--- config.mk ---
export PLATFORM = sky130hd
export DESIGN_NAME = key_event_bank
export DESIGN_NICKNAME = d
export VERILOG_FILES = /design/src/rtl/key_event_bank.sv
export SDC_FILE = /design/constraint.sdc
export NUM_CORES = 1
export LEC_CHECK = 0
export ABC_AREA = 1
export CORE_MARGIN = 3
export CORE_UTILIZATION = 60
export DETAILED_ROUTE_END_ITERATION = 16
export GPL_TIMING_DRIVEN = 0
export HOLD_SLACK_MARGIN = 0.12
export PLACE_DENSITY = 0.76
export SYNTH_ARGS = -nofsm -noshare
export SYNTH_HDL_FRONTEND = slang
export SYNTH_SLANG_ARGS = --single-unit
--- constraint.sdc ---
create_clock -name clk -period 2 [get_ports clk]
set_input_delay 0.6 -clock clk [delete_from_list [all_inputs] [get_ports clk]]
set_output_delay 0.6 -clock clk [all_outputs]
set_load 0.02 [all_outputs]
--- src/rtl/key_event_bank.sv ---
// key_event_bank: per-key sync, debounce, press/release/long events; auto-repeat via KEY_EVENT_AUTO_REPEAT_EN
module key_event_bank #(
  parameter int N_KEYS        = 3,
  parameter int DEB_CYCLES    = 4,
  parameter int LONG_CYCLES   = 16,
  parameter int REPEAT_CYCLES = 8
) (
  input  logic              clk,
  input  logic              nrst,
  input  logic [N_KEYS-1:0] i_key,
  output logic [N_KEYS-1:0] o_level,
  output logic [N_KEYS-1:0] o_press,
  output logic [N_KEYS-1:0] o_release,
  output logic [N_KEYS-1:0] o_long
);
  typedef enum logic [1:0] {IDLE, HELD, LONG} state_t;
  for (genvar g = 0; g < N_KEYS; g++) begin : g_ch
    logic s1, s2, lvl, press, rel, lng;
    logic [7:0] deb_cnt;
    logic [15:0] hold_cnt;
    state_t state;
    logic accept, rise, fall, long_hit, rep_hit;
    assign accept   = (s2 != lvl) && (deb_cnt == 8'(DEB_CYCLES - 1));
    assign rise     = accept && s2;
    assign fall     = accept && !s2;
    assign long_hit = (state == HELD) && (hold_cnt == 16'(LONG_CYCLES - 1));
`ifdef KEY_EVENT_AUTO_REPEAT_EN
    logic [15:0] rep_cnt;
    assign rep_hit = (state == LONG) && (rep_cnt == 16'(REPEAT_CYCLES - 1)) && !fall;
    always_ff @(posedge clk)
      rep_cnt <= (nrst || state != LONG || rep_hit) ? '0 : rep_cnt + 16'd1;
`else
    logic unused_repeat;
    assign unused_repeat = REPEAT_CYCLES[0];
    assign rep_hit = 1'b0;
`endif
    always_ff @(posedge clk) begin
      if (nrst) begin
        s1       <= 1'b0;
        s2       <= 1'b0;
        lvl      <= 1'b0;
        press    <= 1'b0;
        rel      <= 1'b0;
        lng      <= 1'b0;
        deb_cnt  <= '0;
        hold_cnt <= '0;
        state    <= IDLE;
      end else begin
        s1      <= i_key[g];
        s2      <= s1;
        deb_cnt <= (s2 == lvl || accept) ? '0 : deb_cnt + 8'd1;
        lvl     <= accept ? s2 : lvl;
        press   <= rise || rep_hit;
        rel     <= fall;
        lng     <= long_hit && !fall;
        if (fall) state <= IDLE;
        else if (rise) begin
          state    <= HELD;
          hold_cnt <= '0;
        end else if (long_hit) state <= LONG;
        else if (state == HELD && hold_cnt != '1) hold_cnt <= hold_cnt + 16'd1;
      end
    end
    assign o_level[g]   = lvl;
    assign o_press[g]   = press;
    assign o_release[g] = rel;
    assign o_long[g]    = lng;
  end
endmodule

* After elaboration in Yosys (flattened, before gate mapping)
Index checks and enable logic that the tools add are counted.
** Cells by class
- Add/sub/neg operators :: 6
- $mul :: 0
- Div/mod/pow operators :: 0
- Magnitude comparators :: 0
- Eq/ne operators :: 21
- Shifts and indexed selects :: 0
- Muxes and demuxes :: 15
- Bitwise gates (word level) :: 3
- Reduce and logical (&&, ||, !) cells :: 45
** Operators by type and width (number)
- 2-to-1 mux 16 bit :: 9
- adder 16 x 1 -> 16 bit (second input constant) :: 3
- equality test 16 x 4 -> 1 bit (second input constant) :: 3
- != test 16 bit (second input constant) :: 3
- adder 8 x 1 -> 8 bit (second input constant) :: 3
- equality test 8 x 2 -> 1 bit (second input constant) :: 3
- logical AND 1 bit :: 18
- nonzero test 2 bit :: 6
- OR reduction 2 bit :: 6
- AND reduction 3 bit :: 3
- OR reduction 3 bit :: 3
- equality test 2 x 1 -> 1 bit (second input constant) :: 3
- zero test 1 bit :: 6
- 2-to-1 mux 1 bit :: 6
- != test 2 bit (second input constant) :: 3
- equality test 1 bit :: 3
- logical OR 1 bit :: 3
- != test 1 bit :: 3
- NOT 1 bit :: 3
** Storage, ports and cells
- Flip-flop bits (word level) :: 96
- Latch bits :: 0
- RAM bits :: 0
- Memory bits (read-only) :: 0
- Word-level logic and storage cells :: 120
- Memories kept :: 0

* Depth between registers and ports, before layout
- Depth in word-level cells :: 5
- Mapped depth :: 12
- Depth with buffers taken out :: 12

* Worst setup path before layout
Ideal clock, no wire load.
- Path type :: register to register
- From :: register g_ch[2].deb_cnt[0]
- To :: register g_ch[2].hold_cnt[8]
- Arrival :: 1.429 ns
- Data required time :: 1.891 ns
- Path slack :: 0.462 ns
- Stages on the path, launching flop included :: 11
- Buffers on the path :: 0
- Period minus slack after synthesis :: 1.538 ns
- Cell sequence :: dfxtp_1 -> ha_1 -> nand2_1 -> nor2_1 -> nand3_2 -> nor2_1 -> nor2_2 -> nand2_2 -> nand2_1 -> nand2_1 -> inv_1
** On the way
- Longest elaborated chain between the ends :: 5
** Ends and longest elaborated chain
- start: declaration :: line 19 : logic [7:0] deb_cnt;
- start signal: assignment :: line 51 : deb_cnt <= (s2 == lvl || accept) ? '0 : deb_cnt + 8'd1;
- equality test 8 x 2 -> 1 bit (*) :: line 23 : assign accept = (s2 != lvl) && (deb_cnt == 8'(DEB_CYCLES - 1));
- logical AND 1 bit (*) :: line 23
- logical AND 1 bit, on equally long branches :: line 24, 25
- != test 2 bit (no line) (tied with other cells)
- AND reduction 3 bit (no line)
- end signal: assignment :: line 61 : else if (state == HELD && hold_cnt != '1) hold_cnt <= hold_cnt + 16'd1;
- end: declaration :: line 20 : logic [15:0] hold_cnt;
Every way passes the cells marked *; elsewhere a longest branch is shown, timed or not.
A chain may end at the register's enable or synchronous reset.

* Worst setup path in the final report
- From :: register g_ch[2].rel
- To :: output o_release[2]
** RTL lines
- start: declaration :: line 18 : logic s1, s2, lvl, press, rel, lng;
- start signal: assignment :: line 54 : rel <= fall;
- end: declaration :: line 13 : output logic [N_KEYS-1:0] o_release,
No word-level cell between the ends.

==> results.json <==
{
  "status": "completed",
  "clk_path_buf_depth": 2,
  "cts_tree": "built",
  "path_clk_slew_ns": 0.10,
  "p_clk_share_pct": 44.0,
  "yosysMostFrequentCell": "nand2_1",
  "path_max_fanout": 1,
  "power_frac_comb_pct": 2.3,
  "grt_max_degree": 17,
  "cp_cell_sequence": "buf_4 > clkdlybuf4s50_1",
  "cpPeakStageDelay_ns": 0.59,
  "synth.top_cells.by_area": "dfxtp_1 (35%), nand2_1 (14%), nor2_1 (11%)",
  "port_buffers": 15,
  "grt_pass1_wl_um": 20400,
  "clockRootBuffer": "clkbuf_8",
  "wire_per_inst_um": 12.1,
  "async_reset_ff_share_pct": 0,
  "p_switching_uw": 768,
  "synth-seq-area-share_pct": 35.4,
  "synth_edf_count": 0,
  "ant_nets": 0,
  "fin_area_sq_mm": 0.00598,
  "die_w_um": 101,
  "worstSetupStartpointType": "register",
  "area_delta_synth_final_pct": 10.1,
  "p_leak_nw": 2.78,
  "rsz0062_at_grt": "false",
  "ys_ff_latch": 96,
  "fin_nets": 875,
  "ys_warn_count": 0,
  "rrSetupSlack_ns": 0.18,
  "dr.pass1.iters": 7,
  "fin_util_pct": 68.2,
  "die_area_sq_mm": 0.0102,
  "critPathBufInv": 2,
  "synth_nets": 849,
  "initial_core_util_pct": 62.0,
  "cp.arrival_ns": 1.35,
  "yosysTopAreaCell": "dfxtp_1",
  "clkLatencyLatePin_ns": 0.37,
  "fin_crit_sh_pct": 97.7,
  "p_sw_share_pct": 21.4,
  "postCtsHoldBufs": 0,
  "critPathTopFamily": "buffers and inverters",
  "cts_setup_buffers": 0,
  "slew_viol_final": 0,
  "synth.distinct_cells": 35,
  "grt_antenna_before_repair": 0,
  "skew_ns": 0.0103,
  "drc": 0,
  "path_class": "register to output port",
  "die_h_um": 101,
  "routed_via_density": 5.29,
  "synthesis.area_sq_mm": 0.00543,
  "powerDensity_mw_per_mm2": 599,
  "setup_tns_ns": 0,
  "hold_path_class": "register to register",
  "antennaDiodeCount": 0,
  "seqPwrFrac_pct": 53.7,
  "p_int_mw": 2.81,
  "synth_cells": 838,
  "synth.avg_cell_area_sq_um": 6.48,
  "ctsHtreeMaxLevel": 3,
  "routed_wl_um": 11900,
  "drt_iter0_markers": 363,
  "place_area_sq_mm": 0.00572,
  "max_clock_freq_ghz": 0.512,
  "n_fill_cell": 800,
  "ys.flop_type": "dfxtp_1",
  "ir_drop_v": 0.000376,
  "ioPinCount": 17,
  "critPathRequiredTime_ns": 1.40,
  "grt_pass1_vias": 4664,
  "row_count": 34,
  "core_sq_mm": 0.00876,
  "gp_congestion": 0.937,
  "dp_hpwl_um": 8650,
  "setup_violations": 0,
  "num_vias": 5169,
  "gr-total-overflow": 0,
  "synth_top_area_share_pct": 35.4,
  "maxSlewHeadroom_pct": 59.8,
  "cts-buffers-inserted": 9,
  "end_kind": "output port",
  "min_period_ns": 1.95,
  "report.final.hold_viol_count": 0,
  "numClockSinks": 96,
  "synth_common_cells": "nand2_1 (196), nor2_1 (156), inv_1 (111), dfxtp_1 (96), nand3_1 (76)",
  "drv_cap": 0,
  "grtUsageTotal_pct": 24.3,
  "critPathSlowestCell": "clkdlybuf4s50_1",
  "worst_slew_pin_slew_ns": 0.602,
  "drive_above_1_share_pct": 9.90
}
## logic make-up (layout without fill, tap and decap cells)
kind of cell / after synthesis / after routing / synth area share [%]
DFF: 96 / 96 / 35.4
adders and majority gates: 6 / 6 / 1.38
buffers and inverters: 141 / 172 / 11.1
and+or+nand+nor: 521 / 521 / 43.6
AOI/OAI and AO/OA: 61 / 61 / 6.38
xor gates and xnor gates: 13 / 13 / 2.10
## registers in the layout (all words and copies together) (netlist names)
name / cells
g_ch.press: 3
g_ch.deb_cnt: 24
g_ch.s1: 3
g_ch.s2: 3
g_ch.lvl: 3
g_ch.lng: 3
g_ch.hold_cnt: 48
g_ch.state: 6
g_ch.rel: 3
## metrics by stage
stage | total power, mW | hold WS (ns) | setup slack (ns) | instances
floorplan | 2.02 | 0.388 | 0.462 | 838
global placement | 2.05 | 0.390 | 0.0766 | 961
detailed placement | 2.05 | 0.393 | 0.0773 | 961
CTS | 3.62 | 0.407 | 0.00839 | 977
global route | 3.72 | 0.433 | 0.00640 | 977
finish | 3.58 | 0.406 | 0.0465 | 977
## layer usage
layer,GRT usage [%],vias to the layer above,part of all wire [%]
met5,0,-,0
met4,10.3,0,2.1
met3,3.31,20,4.9
met2,39.8,147,47
met1,32.2,2310,46
li1,-,2692,-
## layout make-up
class	count	area (sq um)	share of cell area, %
repair buffers	15	159	2.66
flip-flops and latches	96	1920	32.1
inverters	119	448	7.49
well taps	108	135	2.26
plain buffers	22	156	2.62
multi-input cells	601	2910	48.6
clock inverters	6	115	1.93
clock buffers	10	138	2.30
## worst paths after layout
kind | start | endpoint | depth (start not counted)
setup / recovery | g_ch[2].rel | o_release[2] | 2
hold / removal | g_ch[1].s1 | g_ch[1].s2 | 2
setup reg to reg | g_ch[2].deb_cnt[0] | g_ch[2].hold_cnt[13] | 8
hold reg to reg | g_ch[1].s1 | g_ch[1].s2 | 2
## worst reg2reg max path: cells and delay by family, from the launching register on
family / cells / cell delay [ns]
flip-flops: 1 / 0.37
adder cells (fa/ha/maj): 1 / 0.22
AND/OR/NAND/NOR: 7 / 1.12
## timing repair
action                                  4_1_cts  5_1_grt
resized for setup                             5        7
endpoints found under the hold margin         0        0
endpoints found under the setup margin        5       10
## layout by cell type (no fill, tap or decap), types with 7 or more instances in the layout
| master | Yosys | final |
|---|---|---|
| nand2_1 | 196 | 196 |
| nor2_1 | 156 | 155 |
| inv_1 | 111 | 111 |
| dfxtp_1 | 96 | 96 |
| nand3_1 | 76 | 76 |
| a21oi_1 | 43 | 43 |
| nand4_1 | 28 | 28 |
| nor3_1 | 13 | 13 |
| buf_4 | 12 | 12 |
| nand2_2 | 10 | 10 |
| nor2_2 | 9 | 10 |
| xor2_1 | 10 | 10 |
| clkbuf_8 | 0 | 10 |
| o21ai_0 | 8 | 8 |
| nand3b_1 | 8 | 8 |
| nand2_4 | 8 | 8 |
| inv_2 | 7 | 7 |
## power by group through the flow
stage / logic (mW) / registers, mW / clock network (mW)
finish: 0.0819 / 1.92 / 1.58
global route: 0.0920 / 1.92 / 1.70
CTS: 0.0813 / 1.92 / 1.61
detailed placement: 0.0806 / 1.97 / 0
global placement: 0.0792 / 1.97 / 0
floorplan: 0.0549 / 1.97 / 0
Note: power is estimated with default switching activity, not from simulation.
==> patch: new RTL, config.mk and constraints unchanged <==
The parameter `LONG_CYCLES` goes from 16 to 8.
--- a/src/rtl/key_event_bank.sv
+++ b/src/rtl/key_event_bank.sv
@@ -3,5 +3,5 @@
   parameter int N_KEYS        = 3,
   parameter int DEB_CYCLES    = 4,
-  parameter int LONG_CYCLES   = 16,
+  parameter int LONG_CYCLES   = 8,
   parameter int REPEAT_CYCLES = 8
 ) (
Formal check against the unedited RTL: same outputs for any inputs over 10 cycles, from zero or initial values and one cycle with nrst high; that may be too few to reach the edited logic, so the function may still have changed.
==> patch against the original RTL <==
  * Register-to-register slack improved by 70 ps
  * Count of clock-buffer cells in the layout is 1 lower
  * Routed wire length up 8.1%
  * Critical path depth stayed put
  * Via count is 4.8% higher
  * Setup slack got worse by 3.9 ps
  * Sequential share of layout area is 1.5 points lower
  * Synthesized area grew 6.2%
  * Cell count increased by 7.8%
  * Power fell by 8.5%
  * Sequential cell count unchanged
  * Combinational power rose by 3.4%
  * Final area rose by 4.8%
  * Critical path type unchanged
  * Critical endpoint is now o_long[2]
  * Largest cell class unchanged
==> patch: results (changes against the original RTL) <==
<table>
<tr><th>Metric</th><th>Value</th></tr>
<tr><th colspan="2">Status</th></tr>
<tr><td>Run status</td><td>completed</td></tr>
<tr><th colspan="2">GRT</th></tr>
<tr><td>GR Layer Usage met3</td><td>2.61% (-0.70 points)</td></tr>
<tr><td>Global-route wire length before repair</td><td>22,100 um (+8.6%)</td></tr>
<tr><td>Largest net degree at the start of global routing</td><td>19 (+2)</td></tr>
<tr><td>Vias in the first global route</td><td>5,039 (+8.0%)</td></tr>
<tr><td>GR Layer Usage met1</td><td>32.3% (+0.10 points)</td></tr>
<tr><td>GRT Total Usage</td><td>24.1% (-0.24 points)</td></tr>
<tr><th colspan="2">Placed design</th></tr>
<tr><td>Post-placement worst setup slack</td><td>-12.6 ps (-89.9 ps)</td></tr>
<tr><td># placed instances</td><td>1,037 (+7.9%)</td></tr>
<tr><td>Placer Congestion</td><td>0.972 (+3.7%)</td></tr>
<tr><th colspan="2">Power</th></tr>
<tr><td>Max IR drop VDD</td><td>0.000327 V (-13%)</td></tr>
<tr><td>Leakage</td><td>2.93 nW (+5.2%)</td></tr>
<tr><th colspan="2">Final layout</th></tr>
<tr><td>Fraction of layout cells with a size suffix above 1</td><td>12.9% (+3.0 points)</td></tr>
<tr><td>Count of filler cells inserted in the layout</td><td>878 (+9.8%)</td></tr>
<tr><th colspan="2">Route</th></tr>
<tr><td>Sum of routed wire length over all layers</td><td>12,800 um (+8.1%)</td></tr>
<tr><td>Post-DR vias/cell</td><td>5.14 (-2.8%)</td></tr>
<tr><td>Number of DRC violations after detailed-routing iteration 0</td><td>227 (-37%)</td></tr>
<tr><th colspan="2">Synth</th></tr>
<tr><td>Post-synth net total</td><td>904 (+6.5%)</td></tr>
<tr><td>Post-synthesis share of cell area spent on xor and xnor gates</td><td>1.97% (-0.12 points)</td></tr>
<tr><td>Adder and majority gate portion of the synthesized area</td><td>1.30% (-0.081 points)</td></tr>
<tr><td>Share of the synthesized area in compound gates (AO/OA/AOI/OAI)</td><td>5.66% (-0.72 points)</td></tr>
<tr><td>Distinct cell type count after synthesis</td><td>34 (-2.9%)</td></tr>
<tr><td>Synth top cells by count</td><td>nand2_1 (209), nor2_1 (157), inv_1 (122)</td></tr>
<tr><td>Dominant cells by area after synthesis</td><td>dfxtp_1 (33%), nand2_1 (14%), nor2_1 (10%)</td></tr>
<tr><td>Gate Count Post-Synth</td><td>893 (+6.6%)</td></tr>
<tr><th colspan="2">STA</th></tr>
<tr><td>Max-slew headroom at the worst pin</td><td>65.0% (+5.2 points)</td></tr>
<tr><td>Clock skew after layout</td><td>15.1 ps (+4.87 ps)</td></tr>
<tr><th colspan="2">Setup path</th></tr>
<tr><td>Number of cell instances on the worst register-to-register path</td><td>11 (+3)</td></tr>
</table>
-- patch: power breakdown --
part / switching [W] / internal, W
registers: 0.00000435 / 0.00192
logic: 0.0000588 / 0.0000259
clock network: 0.000784 / 0.000485
-- patch: path summary, 6_finish.rpt --
check / slack, ps / to / startpoint
max: 40 / o_long[2] / g_ch[2].lng
min: 410 / g_ch[1].s2 / g_ch[1].s1
max reg2reg: 250 / g_ch[1].hold_cnt[11] / g_ch[1].hold_cnt[0]
min reg2reg: 410 / g_ch[1].s2 / g_ch[1].s1
-- patch: worst reg2reg max path, stage by stage, from the launching register on --
cell and delay [ps]:
dfxtp_1 350, ha_1 210, nand2_1 170, inv_2 90, nand2_1 80, nor2_2 50, nand3_1 140, inv_1 100
nor2_4 250, nand2_1 100, nand2_1 80, a21oi_1 40
-- patch: routing by layer --
layer | share of wire, % | up-vias
li1 | - | 2831
met1 | 47 | 2443
met2 | 46 | 120
met3 | 4.7 | 21
met4 | 1.8 | 0
met5 | 0 | -
-- patch: area by class of cell --
cell class / count / share of cell area [%]
buffer: 20 / 2.18
clock buffer: 9 / 1.98
clock inverter: 7 / 0.998
inverter: 140 / 8.38
multi-input combinational: 637 / 50.8
sequential: 96 / 30.7
tap: 129 / 2.57
timing repair buffer: 15 / 2.46
-- patch: metrics by stage --
stage / hold WS [ps] / utilization (%)
6_report: 415 / 67.5
5_1_grt: 438 / 67.5
4_1_cts: 420 / 67.4
3_5_place_dp: 403 / 65.5
3_3_place_gp: 394 / 65.5
2_1_floorplan: 388 / -
-- patch: logic make-up after synthesis --
logic type,count (synthesis)
simple gates,557
buf+inv,160
flops,96
compound gates,61
xor+xnor,13
fa+ha+maj,6
